**src/rtl/riscv_hazard_unit.sv**
```systemverilog
// Pipeline hazard controller: stage enables/clears, E-stage forwarding, load-use and dmem-wait FSM.
// Define RISCV_HAZARD_PERF_CNT_EN to add saturating stall/flush performance counters.
module riscv_hazard_unit #(
    parameter int LOAD_USE_STALL = 1,
    parameter int MEM_TIMEOUT    = 255
) (
    input  logic        i_clk,
    input  logic        i_rstn,
    input  logic [4:0]  i_hazard_d_rs1_addr,
    input  logic [4:0]  i_hazard_d_rs2_addr,
    input  logic [4:0]  i_hazard_e_rs1_addr,
    input  logic [4:0]  i_hazard_e_rs2_addr,
    input  logic [4:0]  i_hazard_e_rd_addr,
    input  logic        i_hazard_e_is_load,
    input  logic        i_hazard_e_pc_taken,
    input  logic [4:0]  i_hazard_m_rd_addr,
    input  logic        i_hazard_m_reg_wr_en,
    input  logic [4:0]  i_hazard_w_rd_addr,
    input  logic        i_hazard_w_reg_wr_en,
    input  logic        i_hazard_dmem_req,
    input  logic        i_hazard_dmem_ready,
    output logic [1:0]  o_hazard_fwd_a,
    output logic [1:0]  o_hazard_fwd_b,
    output logic        o_hazard_pc_en,
    output logic        o_hazard_fd_en,
    output logic        o_hazard_fd_clear,
    output logic        o_hazard_de_en,
    output logic        o_hazard_de_clear,
    output logic        o_hazard_em_en,
    output logic        o_hazard_mw_clear,
    output logic        o_hazard_mem_err,
`ifdef RISCV_HAZARD_PERF_CNT_EN
    output logic [31:0] o_hazard_stall_cnt,
    output logic [31:0] o_hazard_flush_cnt,
`endif
    output logic [1:0]  o_hazard_state
);

    // state      | meaning
    // S_RUN      | normal flow, single-bubble load-use handled here
    // S_LD_STALL | extra load-use bubbles, stall_rem left to insert
    // S_MEM_WAIT | dmem busy, whole front end frozen, wait_cnt counts busy cycles
    // S_MEM_ERR  | one-cycle timeout release, mem_err raised
    typedef enum logic [1:0] {
        S_RUN      = 2'b00,
        S_LD_STALL = 2'b01,
        S_MEM_WAIT = 2'b10,
        S_MEM_ERR  = 2'b11
    } state_t;

    localparam logic [31:0] TIMEOUT = 32'(MEM_TIMEOUT);

    state_t      state, state_nxt;
    logic [2:0]  stall_rem, stall_rem_nxt;
    logic [31:0] wait_cnt, wait_cnt_nxt, wait_now;
    logic        ret_ld, ret_ld_nxt;
    logic        busy, ldhz;

    function automatic logic [1:0] fwd_sel(input logic [4:0] rs);
        if (i_hazard_m_reg_wr_en && i_hazard_m_rd_addr != 5'd0 && i_hazard_m_rd_addr == rs)
            return 2'b10;
        else if (i_hazard_w_reg_wr_en && i_hazard_w_rd_addr != 5'd0 && i_hazard_w_rd_addr == rs)
            return 2'b01;
        else
            return 2'b00;
    endfunction

    assign o_hazard_fwd_a = fwd_sel(i_hazard_e_rs1_addr);
    assign o_hazard_fwd_b = fwd_sel(i_hazard_e_rs2_addr);
    assign o_hazard_state = state;

    assign busy = i_hazard_dmem_req & ~i_hazard_dmem_ready;
    assign ldhz = i_hazard_e_is_load & (i_hazard_e_rd_addr != 5'd0) &
                  ((i_hazard_e_rd_addr == i_hazard_d_rs1_addr) |
                   (i_hazard_e_rd_addr == i_hazard_d_rs2_addr));

    always_ff @(posedge i_clk or negedge i_rstn) begin
        if (!i_rstn) begin
            state     <= S_RUN;
            stall_rem <= 3'd0;
            wait_cnt  <= 32'd0;
            ret_ld    <= 1'b0;
        end else begin
            state     <= state_nxt;
            stall_rem <= stall_rem_nxt;
            wait_cnt  <= wait_cnt_nxt;
            ret_ld    <= ret_ld_nxt;
        end
    end

    always_comb begin
        state_nxt         = state;
        stall_rem_nxt     = stall_rem;
        wait_cnt_nxt      = wait_cnt;
        ret_ld_nxt        = ret_ld;
        o_hazard_pc_en    = 1'b1;
        o_hazard_fd_en    = 1'b1;
        o_hazard_fd_clear = 1'b0;
        o_hazard_de_en    = 1'b1;
        o_hazard_de_clear = 1'b0;
        o_hazard_em_en    = 1'b1;
        o_hazard_mw_clear = 1'b0;
        o_hazard_mem_err  = 1'b0;
        // busy cycles seen so far including this one
        wait_now = (state == S_MEM_WAIT) ? wait_cnt + 32'd1 : 32'd1;

        if (state == S_MEM_ERR) begin
            o_hazard_mem_err = 1'b1;
            state_nxt        = S_RUN;
            stall_rem_nxt    = 3'd0;
            wait_cnt_nxt     = 32'd0;
            ret_ld_nxt       = 1'b0;
        end else if (busy) begin
            o_hazard_pc_en    = 1'b0;
            o_hazard_fd_en    = 1'b0;
            o_hazard_de_en    = 1'b0;
            o_hazard_em_en    = 1'b0;
            o_hazard_mw_clear = 1'b1;
            if (state != S_MEM_WAIT)
                ret_ld_nxt = (state == S_LD_STALL) && (stall_rem != 3'd0);
            if (TIMEOUT != 32'd0 && wait_now >= TIMEOUT) begin
                state_nxt = S_MEM_ERR;
            end else begin
                state_nxt    = S_MEM_WAIT;
                wait_cnt_nxt = wait_now;
            end
        end else if (i_hazard_e_pc_taken) begin
            o_hazard_fd_clear = 1'b1;
            o_hazard_de_clear = 1'b1;
            state_nxt         = S_RUN;
            stall_rem_nxt     = 3'd0;
            wait_cnt_nxt      = 32'd0;
            ret_ld_nxt        = 1'b0;
        end else if (state == S_MEM_WAIT) begin
            state_nxt    = ret_ld ? S_LD_STALL : S_RUN;
            wait_cnt_nxt = 32'd0;
            ret_ld_nxt   = 1'b0;
        end else if (state == S_LD_STALL || ldhz) begin
            o_hazard_pc_en    = 1'b0;
            o_hazard_fd_en    = 1'b0;
            o_hazard_de_clear = 1'b1;
            if (state == S_LD_STALL) begin
                stall_rem_nxt = stall_rem - 3'd1;
                if (stall_rem == 3'd1)
                    state_nxt = S_RUN;
            end else if (LOAD_USE_STALL > 1) begin
                state_nxt     = S_LD_STALL;
                stall_rem_nxt = 3'(LOAD_USE_STALL - 1);
            end
        end
    end

`ifdef RISCV_HAZARD_PERF_CNT_EN
    always_ff @(posedge i_clk or negedge i_rstn) begin
        if (!i_rstn) begin
            o_hazard_stall_cnt <= 32'd0;
            o_hazard_flush_cnt <= 32'd0;
        end else begin
            if (!o_hazard_pc_en && o_hazard_stall_cnt != 32'hFFFF_FFFF)
                o_hazard_stall_cnt <= o_hazard_stall_cnt + 32'd1;
            if (o_hazard_fd_clear && o_hazard_flush_cnt != 32'hFFFF_FFFF)
                o_hazard_flush_cnt <= o_hazard_flush_cnt + 32'd1;
        end
    end
`endif

endmodule

```
**config.mk**
```make
export PLATFORM = sky130hd
export DESIGN_NAME = riscv_hazard_unit
export DESIGN_NICKNAME = d
export VERILOG_FILES = /design/src/rtl/riscv_hazard_unit.sv
export SDC_FILE = /design/constraint.sdc
export NUM_CORES = 1
export LEC_CHECK = 0
export BUFFER_PORTS_ARGS = -buffer_cell sky130_fd_sc_hd__buf_4
export CORE_MARGIN = 2
export CORE_UTILIZATION = 50
export DETAILED_ROUTE_END_ITERATION = 10
export GPL_TIMING_DRIVEN = 1
export PLACE_DENSITY = 0.77
export SLEW_MARGIN = 10
export SYNTH_ARGS = -nofsm -noshare
export SYNTH_HDL_FRONTEND = slang
export SYNTH_SLANG_ARGS = --single-unit
export TNS_END_PERCENT = 5
```
**constraint.sdc**
```tcl
create_clock -name i_clk -period 3.94 [get_ports i_clk]
set_clock_uncertainty 0.2 [all_clocks]
set_input_delay 0.197 -clock i_clk [delete_from_list [all_inputs] [get_ports i_clk]]
set_output_delay 0.197 -clock i_clk [all_outputs]
set_load 0.02 [all_outputs]
```
==> metrics.yaml <==
status: "complete, no violations"
crit_chain: "ha_1 -> nand3_1 -> nor4_4 -> and3_1 -> xnor2_1 -> nand4_1 -> or4_4 -> o21ai_4 -> buf_4 -> a21boi_0"
timing.critical_path.buf_inv: 1
syn2layout_area_growth_pct: 20.3
end_kind: "register"
synth-edff-count: 0
yosysUniqueCellTypes: 59
fin_util_pct: 62.3
num_rows: 27
cts_setup_buffers: 0
grt_max_degree: 39
max_cap_violations: 0
fmax_mhz: 274
fin_crit_ns: 3.65
root_buffer: "clkbuf_8"
viasPerCell: 5.90
min_path_type: "in -> reg"
drt_iter0_markers: 267
clk_pin_slew_ns: 0.08
cts_sinks: 38
insertion_delay_ns: 0.29
ys.flop_type: "dfrtp_1"
cpPeakStageDelay_ns: 0.62
diodes: 0
crit_arrival_ns: 3.56
synthArstFlopShare_pct: 100
layout_worst_path_cycle_share_pct: 92.6
grt_pass1_wl_um: 11700
maxSlewHeadroom_pct: 32.6
finalHoldViolCount: 0
worst_path_dominant_cell_family: "simple AND/OR/NAND/NOR gates"
crit_path_max_fanout: 25
synth_seq_cells: 38
syn_area_um2: 2850
routed_wl_um: 6880
finalSetupViolCount: 0
synth_area_per_cell_um2: 8.72
setup_ws_ns: 0.291
power_density_nw_per_um2: 250
cp-start-kind: "register"
dpl_worst_slack_ns: 0.219
grt_pass1_vias: 2518
reg2reg_setup_slack_ns: 0.29
place_area_um2: 3280
boundaryPins: 57
cp.required_ns: 3.85
cp_slowest_cell: "or4_4"
finalNetCount: 426
portBuffers: 56
vias: 2660
ys_seq_area_share_pct: 33.3
initial_core_util_pct: 51.8
grt_overflow: 0
htreeDepth: 2
die_x_um: 79.5
cts_buffers: 5
syn-num-nets: 374
drc: 0
fin_area_um2: 3430
mostFrequentLayoutCells: "buf_4 (58), dfrtp_1 (38), nand2_1 (27)"
dp_hpwl_um: 5130
globalplace.congestion: 0.871
grt_antenna_before_repair: 0
wl_per_cell_um: 15.3
tightest_slew_ns: 1.01
ant_nets: 0
layout.cells.most_common: "buf_4"
drive_gt1_share_pct: 24.0
grt_usage_pct: 22.6
ys_warn_count: 0
crit_type: "reg -> reg"
dieHeight_um: 79.5
syn_inst: 327
drtPass1Iterations: 4
cts_tree: "done"
p_leak_nw: 1.40
coreArea_um2: 5510
finalMaxSlewViolations: 0
clk_path_buf_depth: 2
ir_drop_mv: 0.179
die-area_um2: 6320
## metrics by stage
stage                     instances  TNS [ns]  hold slack, ns  total power [mW]
after global placement          442         0         -0.0153             0.522
after CTS                       451         0           0.169             0.862
after floorplan                 327         0          -0.299             0.459
after detailed placement        442         0        -0.00586             0.525
final                           451         0           0.179             0.856
after global routing            451   -0.0566           0.184             0.895
## cell type report
cell class | instances | area, um2
clock buffers | 6 | 82.6
fillers | 481 | 2080
multi-input cells | 261 | 1770
well taps | 72 | 90.1
inverters | 13 | 48.8
clock inverters | 1 | 30.0
flip-flops and latches | 38 | 951
repair buffers | 60 | 455
## layer usage
metal	routed length [um]	GRT usage (%)	vias up
li1	-	-	1316
met1	2960	30.8	1258
met2	3520	38.0	81
met3	360	3.85	5
met4	41	4.48	0
met5	0	0	-
## Yosys cell counts, types with 5 or more instances
cell type / count / area [um2]
a21boi_0: 5 / 37.5
a21boi_1: 10 / 75.1
a21oi_1: 10 / 50.1
a31o_2: 5 / 43.8
a31oi_1: 5 / 31.3
and3_1: 7 / 43.8
and4_1: 5 / 43.8
clkbuf_1: 6 / 22.5
dfrtp_1: 38 / 951
inv_1: 13 / 48.8
nand2_1: 27 / 101
nand3_1: 18 / 90.1
nand4_1: 14 / 87.6
nor2_1: 20 / 75.1
nor3_1: 19 / 95.1
nor4_1: 9 / 56.3
o21ai_0: 11 / 55.1
or4_1: 5 / 37.5
xnor2_1: 17 / 149
xor2_1: 20 / 175
## path summary, 6_finish.rpt
check | from | to | cells past startpoint
setup reg to reg | wait_cnt[0]$_DFFE_PN0P_ | wait_cnt[8]$_DFFE_PN0P_ | 10
min in group asynchronous | i_rstn | wait_cnt[9]$_DFFE_PN0P_ | 2
hold / removal | i_hazard_dmem_req | o_hazard_state[1]$_DFFE_PN0P_ | 3
setup / recovery | wait_cnt[0]$_DFFE_PN0P_ | wait_cnt[8]$_DFFE_PN0P_ | 10
hold reg to reg | ret_ld$_DFFE_PN0P_ | ret_ld$_DFFE_PN0P_ | 2
max in group asynchronous | i_rstn | stall_rem[1]$_DFFE_PN0P_ | 2
## worst min-delay path, stage by stage
cell and delay, ns:
buf_4 0.08, nand2b_1 0.19, nor2_1 0.15
## logic make-up (layout without fill, tap and decap cells)
family / count (synthesis) / count (layout) / share of synthesized area (%)
mux: 3 / 3 / 1.14
xor+xnor: 37 / 37 / 11.4
flops: 38 / 38 / 33.3
compound gates: 75 / 75 / 19.8
buf+inv: 28 / 80 / 5.18
simple gates: 142 / 142 / 27.4
fa+ha+maj: 4 / 4 / 1.76
## where the power goes
| part | switching (mW) | internal (mW) | leakage [nW] |
|---|---|---|---|
| registers | 0.00481 | 0.392 | 0.528 |
| logic | 0.0628 | 0.0591 | 0.817 |
| clock network | 0.135 | 0.203 | 0.0573 |
| total | 0.202 | 0.654 | 1.40 |
## state kept, by name (all words and copies together), names as in the netlist
name and count:
o_hazard_state 2, stall_rem 3, wait_cnt 32, ret_ld 1
## repair_timing
| item | CTS | global route |
|---|---|---|
| hold buffers | 2 | 0 |
| gates resized for setup | 0 | 3 |
| hold endpoints to repair | 41 | 0 |
| setup endpoints to repair | 0 | 25 |
No activity file was read; power rests on OpenSTA's default activity.
